===== src/rtl/cic_sample_buffer.sv =====
// rtl/cic_sample_buffer.sv - CIC decimator capture, 16-bit conversion and show-ahead output FIFO.
// Define CIC_SAMPLE_BUFFER_ROUND_EN to round half up before the shift instead of truncating.
module cic_sample_buffer #(
  parameter int DECIMATION    = 256,
  parameter int CAPTURE_PHASE = 128,
  parameter int SHIFT         = 8,
  parameter int SETTLE        = 3,
  parameter int DEPTH         = 4
) (
  input  logic                         clk,
  input  logic                         reset_n,
  input  logic                         enable,
  input  logic [24:0]                  cic_in,
  output logic [15:0]                  sample_out,
  output logic                         sample_valid,
  input  logic                         sample_ready,
  output logic [$clog2(DEPTH+1)-1:0]   fifo_level,
  output logic                         overflow,
  input  logic                         overflow_clr,
  output logic [7:0]                   drop_count
);

  localparam int PW = $clog2(DECIMATION);
  localparam int AW = $clog2(DEPTH);
  localparam int LW = $clog2(DEPTH + 1);
  localparam int SW = (SETTLE > 0) ? $clog2(SETTLE + 1) : 1;

  typedef enum logic [1:0] {ST_IDLE, ST_SETTLE, ST_RUN} state_t;

  state_t            state, state_d;
  logic [SW-1:0]     settle_cnt, settle_d;
  logic [PW-1:0]     phase;
  logic              strobe;
  logic              launch;

  // Free-running so it stays locked to the CIC's own counter (same reset).
  always_ff @(posedge clk or negedge reset_n) begin
    if (!reset_n) phase <= '0;
    else          phase <= phase + PW'(1);
  end

  assign strobe = (phase == PW'(CAPTURE_PHASE));

  always_ff @(posedge clk or negedge reset_n) begin
    if (!reset_n) begin
      state      <= ST_IDLE;
      settle_cnt <= '0;
    end else begin
      state      <= state_d;
      settle_cnt <= settle_d;
    end
  end

  always_comb begin
    state_d  = state;
    settle_d = settle_cnt;
    launch   = 1'b0;
    case (state)
      ST_IDLE: begin
        settle_d = '0;
        if (enable) state_d = (SETTLE == 0) ? ST_RUN : ST_SETTLE;
      end
      ST_SETTLE: begin
        if (strobe) begin
          settle_d = settle_cnt + SW'(1);
          if (settle_cnt == SW'(SETTLE - 1)) state_d = ST_RUN;
        end
      end
      ST_RUN:  launch = strobe;
      default: state_d = ST_IDLE;
    endcase
    if (!enable) begin
      state_d  = ST_IDLE;
      settle_d = '0;
      launch   = 1'b0;
    end
  end

  logic               v1, v2;
  logic signed [25:0] d1;
  logic signed [26:0] d_adj, shifted;
  logic        [15:0] sat, s2;

  always_comb begin
`ifdef CIC_SAMPLE_BUFFER_ROUND_EN
    d_adj = 27'(d1) + 27'(2 ** (SHIFT - 1));
`else
    d_adj = 27'(d1);
`endif
    shifted = d_adj >>> SHIFT;
    sat     = shifted[15:0];
    if (shifted > 27'sd32767)       sat = 16'h7fff;
    else if (shifted < -27'sd32768) sat = 16'h8000;
  end

  always_ff @(posedge clk or negedge reset_n) begin
    if (!reset_n) begin
      v1 <= 1'b0;
      v2 <= 1'b0;
      d1 <= '0;
      s2 <= '0;
    end else if (!enable) begin
      v1 <= 1'b0;
      v2 <= 1'b0;
    end else begin
      v1 <= launch;
      v2 <= v1;
      if (launch) d1 <= $signed({1'b0, cic_in}) - 26'sd8388608;
      if (v1)     s2 <= sat;
    end
  end

  logic [15:0]   mem [DEPTH];
  logic [AW-1:0] rd_ptr, wr_ptr, rd_next;
  logic [LW-1:0] level, level_next;
  logic [15:0]   head_next;
  logic          pop, full, we, drop;

  assign sample_valid = (level != '0);
  assign fifo_level   = level;
  assign pop          = sample_valid && sample_ready;
  assign full         = (level == LW'(DEPTH));
  assign we           = v2 && (!full || pop);
  assign drop         = v2 && enable && full && !pop;
  assign rd_next      = pop ? rd_ptr + AW'(1) : rd_ptr;

  always_comb begin
    level_next = level;
    if (we && !pop)      level_next = level + LW'(1);
    else if (!we && pop) level_next = level - LW'(1);
    // When the write lands exactly at the new head slot, the written word is the head.
    head_next = (we && (rd_next == wr_ptr)) ? s2 : mem[rd_next];
  end

  always_ff @(posedge clk or negedge reset_n) begin
    if (!reset_n) begin
      rd_ptr     <= '0;
      wr_ptr     <= '0;
      level      <= '0;
      sample_out <= '0;
      for (int i = 0; i < DEPTH; i++) mem[i] <= '0;
    end else if (!enable) begin
      rd_ptr <= '0;
      wr_ptr <= '0;
      level  <= '0;
    end else begin
      if (we) begin
        mem[wr_ptr] <= s2;
        wr_ptr      <= wr_ptr + AW'(1);
      end
      rd_ptr <= rd_next;
      level  <= level_next;
      if (level_next != '0) sample_out <= head_next;
    end
  end

  always_ff @(posedge clk or negedge reset_n) begin
    if (!reset_n) begin
      overflow   <= 1'b0;
      drop_count <= '0;
    end else if (drop) begin
      overflow   <= 1'b1;
      if (overflow_clr)              drop_count <= 8'd1;
      else if (drop_count != 8'hff)  drop_count <= drop_count + 8'd1;
    end else if (overflow_clr) begin
      overflow   <= 1'b0;
      drop_count <= '0;
    end
  end

endmodule


===== config.mk =====
export PLATFORM = sky130hd
export DESIGN_NAME = cic_sample_buffer
export DESIGN_NICKNAME = d
export VERILOG_FILES = /design/src/rtl/cic_sample_buffer.sv
export SDC_FILE = /design/constraint.sdc
export NUM_CORES = 1
export LEC_CHECK = 0
export ABC_AREA = 0
export CAP_MARGIN = 20
export CELL_PAD_IN_SITES_DETAIL_PLACEMENT = 1
export CELL_PAD_IN_SITES_GLOBAL_PLACEMENT = 1
export CORE_MARGIN = 2
export CORE_UTILIZATION = 35
export DETAILED_ROUTE_END_ITERATION = 6
export GPL_TIMING_DRIVEN = 0
export HOLD_SLACK_MARGIN = 0.03
export PLACE_DENSITY = 0.59
export REMOVE_ABC_BUFFERS = 1
export SETUP_SLACK_MARGIN = 0.2
export SLEW_MARGIN = 10
export SYNTH_ARGS = -nofsm -noshare
export SYNTH_HDL_FRONTEND = slang
export SYNTH_SLANG_ARGS = --single-unit

===== constraint.sdc =====
create_clock -name clk -period 3 [get_ports clk]
set_input_delay 0.6 -clock clk [delete_from_list [all_inputs] [get_ports clk]]
set_output_delay 0.6 -clock clk [all_outputs]
set_load 0.01 [all_outputs]

## Word level (Yosys, flattened, before mapping)

Cells that the tools add are included.

| storage, ports and cells | value |
|---|---|
| register bits | 152 |
| output and inout bits | 29 |
| input bits | 30 |
| word-level logic and storage cells | 102 |

| operators by class | value |
|---|---|
| reduce and logical (&&, ||, !) cells | 25 |
| bitwise gates (word level) | 2 |
| muxes and demuxes | 33 |
| add/subtract/negate cells | 8 |
| magnitude comparators | 5 |
| equality and inequality tests | 12 |

Operator list:

| kind | count |
|---|---|
| $mux W16 | 6 |
| $bwmux W64 | 1 |
| $bmux W16 S2 | 1 |
| $demux W16 S2 | 1 |
| $mux W8 | 4 |
| $sub A25 B24 Y26 const B | 1 |
| $gt A18 B16 Y1 const B | 1 |
| $lt A18 B16 Y1 const B | 1 |
| $mux W2 | 9 |
| $add A8 B1 Y8 const B | 2 |
| $reduce_and A2 Y1 | 6 |
| $logic_and A1 B1 Y1 | 9 |
| $mux W3 | 3 |
| $eq A8 B8 Y1 const B | 1 |
| $ne A8 B8 Y1 const B | 1 |
| $add A2 B1 Y2 const B | 3 |
| $ge A3 B3 Y1 const B | 2 |
| $mux W1 | 6 |
| $ne A3 B3 Y1 const B | 2 |
| $not A2 Y3 | 2 |
| $pmux W2 S3 | 1 |
| $reduce_bool A3 Y1 | 2 |
| $eq A2 B2 Y1 const B | 2 |
| $pmux W2 S2 | 1 |
| other kinds (14) | 17 |

## Depth between registers and ports, before layout

Gate-level depths: netlist of the first run.

| depth | value |
|---|---|
| depth after elaboration | 10 |
| mapped depth | 11 |
| depth with buffers taken out | 9 |

## Worst setup path before layout of the first run

Ideal clock, no wire load.

| timing path | value |
|---|---|
| path type | register to register |
| start | register level[1] (netlist: fifo_level[1]) |
| end | register sample_out[10] |
| arrival time | 2.124 ns |
| path slack | 0.754 ns |
| required time | 2.878 ns |
| cell stages (with the launch flop) | 9 |
| path buffers | 1 |
| clock period less this slack | 2.246 ns |
| cells stage by stage | dfrtp_1 -> inv_1 -> ha_1 -> nor2b_4 -> or3_1 -> and3_4 -> o41ai_4 -> buf_4 -> o21ai_1 |

| between the ends | value |
|---|---|
| cells in the longest elaborated chain, start to end | 10 |

RTL lines:

| element | RTL line | RTL |
|---|---|---|
| start: declaration | 115 | `logic [LW-1:0] level, level_next;` |
| start signal: assignment | 152 | `level <= level_next;` |
| $eq A3 B3 Y1 or $reduce_bool A3 Y1 (tied branches) | 122, 119 |  |
| $logic_not A1 Y1 or $logic_and A1 B1 Y1 (tied branches) | 123, 121 |  |
| $logic_or A1 B1 Y1 | 123 | `assign we = v2 && (!full \|\| pop);` |
| $logic_and A1 B1 Y1 | 123 |  |
| $logic_not A1 Y1 | 130 | `else if (!we && pop) level_next = level - LW'(1);` |
| $logic_and A1 B1 Y1 | 130 |  |
| $mux W3 | 130 |  |
| $mux W3 | 129 | `if (we && !pop) level_next = level + LW'(1);` |
| $reduce_bool A3 Y1 | 153 | `if (level_next != '0) sample_out <= head_next;` |
| $reduce_and A2 Y1 (no source line) | -- |  |
| end signal: assignment | 153 |  |
| end: declaration | 14 | `output logic [15:0] sample_out,` |

Parallel ways exist; a longest one is shown, timed or not. The select of a mux whose other input is x is not followed.
A chain may end at the register's enable or synchronous reset.

## Final worst setup path of the first run

| timing path | value |
|---|---|
| start | register level[0] (netlist: fifo_level[0]) |
| end | output port sample_valid |

| between the ends | value |
|---|---|
| cells in the longest elaborated chain, start to end | 1 |

RTL lines:

| element | RTL line | RTL |
|---|---|---|
| $reduce_bool A3 Y1 | 119 | `assign sample_valid = (level != '0);` |
| end: declaration | 15 | `output logic sample_valid,` |

No other way between the ends.

==> flow_summary.toml, run 1 <==
[placement]
gp_congestion = 0.773
dpl_worst_slack_ns = -1.35
port_buffers = 50
dp_hpwl_um = 11900

[pwr]
p_total_mw = 6.18
powerDensity_mw_per_mm2 = 704
p_comb_share_pct = 28.9
p_leak_nw = 3.95
switching_power_mw = 2.00
seqPwrFrac_pct = 35.3
ir_drop_uv = 381
intPower_mw = 4.18
p_sw_share_pct = 32.4
clockPowerShare_pct = 35.8

[floorplan]
rows = 52
die_area_mm2 = 0.0220
die_y_um = 148
initial_core_util_pct = 35.8
die_w_um = 148
core_area_mm2 = 0.0204
num_io_pins = 59

[clocking]
path_clk_slew_ns = 0.05
clock-sinks = 144
cts_root_buf = "clkbuf_16"
ctsHoldBuffers = 0
cts-htree-levels = 4
cts_tree = "done"
cts_buffer_depth = 2
cts_buffers = 17
insertion_delay_ns = 0.42

[global_route]
grt_pass1_vias = 5990
grt_pass1_wl_um = 31600
antenna_found_initial = 0
overflow = 0
grt_max_degree = 98
grt_use_total_pct = 18.4

[drt]
via_per_inst = 5.41
ant_nets = 0
drt_pre_antenna_iters = 4
drc = 0
finalWirelength_um = 19100
wire_per_inst_um = 18.8
vias = 5519
drtIter0Drc = 231

[sta]
clock_skew_ns = 0.00641
setup_slack_ns = 0.319
tightest_slew_ns = 1.00
period_needed_ns = 2.68
max_freq_mhz = 373
setup_tns_ns = 0
hold_violations = 0
whs_ns = 0.0613
fin_crit_sh_pct = 89.4
rsz0062_at_grt = "false"
slew_viol_final = 0
slew_headroom_pct = 32.9
finalSetupViolCount = 0

[finish]
layout-drive-gt1-share_pct = 22.0
nets = 779
antenna_cells = 0
syn_to_final_growth_pct = 20.5

[synth]
synth_cells = 696
synthTopCellsByArea = "dfrtp_1, mux2_2, nand2_1"
yosys.area.top_type = "dfrtp_1"
syn_area_mm2 = 0.00729
synth_area_per_cell_um2 = 10.5
ys_top_cells_by_count = "dfrtp_1, mux2_2, nand2_1, nor2_1, o21ai_0"
ys_ff_latch = 144
yosysSeqAreaShare_pct = 49.5
synth_top_area_share_pct = 49.5
yosysUniqueCellTypes = 50
synth_async_sr_flop_share_pct = 100
ys.flop_type = "dfrtp_1"
synth_warnings = 0
yosysMostFrequentCell = "dfrtp_1"
synth-edff-count = 0

[worst_setup_path]
critical_path_required_ns = 2.40
max_stage_delay_ns = 0.56
critPathKind = "reg -> out"
cpMaxStageDelayCell = "clkdlybuf4s50_1"
cp_max_fo = 8
cp.arrival_ns = 2.08
worstPathCellList = "inv_1 -> ha_2 -> nor2b_4 -> inv_2 -> clkdlybuf4s50_1"
crit_path_end_kind = "primary output"
setup.worst_path.start_class = "flop"
cp_num_buf_inv = 3
cp_top_family = "buffers and inverters"

[min_path]
min-delay-path-class = "in -> async"

[run_status]
status = "finished clean"

[job]
max_cap_violations = 0
power groups by stage:
stage	logic (mW)	registers, mW	clock network [mW]
floorplan	0.806	2.25	0
global placement	1.45	2.23	0
detailed placement	1.61	2.21	0
CTS	1.77	2.18	2.27
global route	1.94	2.20	2.35
finish	1.79	2.18	2.21
final cells by class:
cell class,instances,area (um2)
multi-input cells,489,3450
well taps,270,338
inverters,19,76.3
clock buffers,23,488
clock inverters,9,130
repair buffers,66,689
fillers,2220,11600
flip-flops and latches,144,3610
layout by cell type, fill, tap and decap left out, types with 2 or more instances in the layout:
cell               n
dfrtp_1          142
mux2_2            98
nand2_1           93
nor2_1            48
clkdlybuf4s50_1   48
o21ai_0           43
a221oi_1          30
nor3_1            19
mux2i_1           18
a31oi_1           17
clkbuf_16         17
o22ai_1           16
inv_1             15
o21ai_1           14
nand3_1           13
ha_1              11
buf_4             11
xnor2_1           10
a21oi_1            8
clkinvlp_4         5
xor2_1             4
nand4_1            4
clkbuf_8           4
and3_1             3
o211ai_1           3
and2_1             3
or3_1              3
nand3b_1           3
clkinv_2           3
nand2b_1           3
bufinv_16          3
inv_2              2
nor2_4             2
and4_1             2
a22oi_1            2
clkbuf_1           2
buf_16             2
dfrtp_2            2
buf_12             2
logic make-up (layout without fill, tap and decap cells):
logic type / count (synthesis) / after routing / share of synthesized area [%]
simple gates: 205 / 206 / 12.6
flops: 144 / 144 / 49.5
compound gates: 141 / 141 / 12.6
mux: 116 / 116 / 17.6
buf+inv: 64 / 117 / 3.95
xor+xnor: 14 / 14 / 1.68
fa+ha+maj: 12 / 12 / 2.06
routing by layer:
| metal | track usage (%) | up-vias | part of all wire [%] |
|---|---|---|---|
| met5 | 0 | - | 0 |
| met4 | 7.38 | 0 | 2.0 |
| met3 | 3.19 | 31 | 3.0 |
| met2 | 32.2 | 94 | 50 |
| met1 | 22.5 | 2819 | 45 |
| li1 | - | 2575 | - |
registers in the layout, indices dropped and copies added, names as in the netlist:
name        flops
fifo_level      3
d1             18
overflow        1
drop_count      8
wr_ptr          2
rd_ptr          2
v2              1
state           2
sample_out     16
phase           8
settle_cnt      2
s2             16
mem            64
v1              1
timing repair:
action | CTS | global route
buffers inserted | 13 | 0
cloned | 1 | 0
resized for setup | 8 | 6
pin swaps | 3 | 0
endpoints found under the hold margin | 0 | 0
endpoints found under the setup margin | 18 | 54
worst paths after layout:
kind                           startpoint        endpoint  slack [ns]  cells after the start
max in group asynchronous         reset_n         mem[12]        2.06                      2
min                               reset_n   fifo_level[1]        0.06                      1
min in group clk           sample_out[14]  sample_out[14]        0.48                      2
min reg2reg                sample_out[14]  sample_out[14]        0.48                      2
max                         fifo_level[0]    sample_valid        0.32                      5
max reg2reg                     rd_ptr[0]   sample_out[5]        0.38                      8
through the flow:
stage          instance area (um2)  utilization [%]  instances
6_report                      8780             43.1       1020
5_1_grt                       8780             43.1       1020
4_1_cts                       8770             43.1       1020
3_5_place_dp                  7990             39.3        974
3_3_place_gp                  7910             38.8        971
2_1_floorplan                 7070                -        651
Power figures use the tool's default switching activity.
==> run 2: changes to the inputs <==
--- a/config.mk
+++ b/config.mk
@@ -11,6 +11,7 @@
 export CELL_PAD_IN_SITES_GLOBAL_PLACEMENT = 1
 export CORE_MARGIN = 2
 export CORE_UTILIZATION = 35
+export CTS_CLUSTER_SIZE = 24
 export DETAILED_ROUTE_END_ITERATION = 6
 export GPL_TIMING_DRIVEN = 0
 export HOLD_SLACK_MARGIN = 0.03
==> results of run 2 <==
Same layout as run 1: the final DEF is identical, and so are final timing and power.
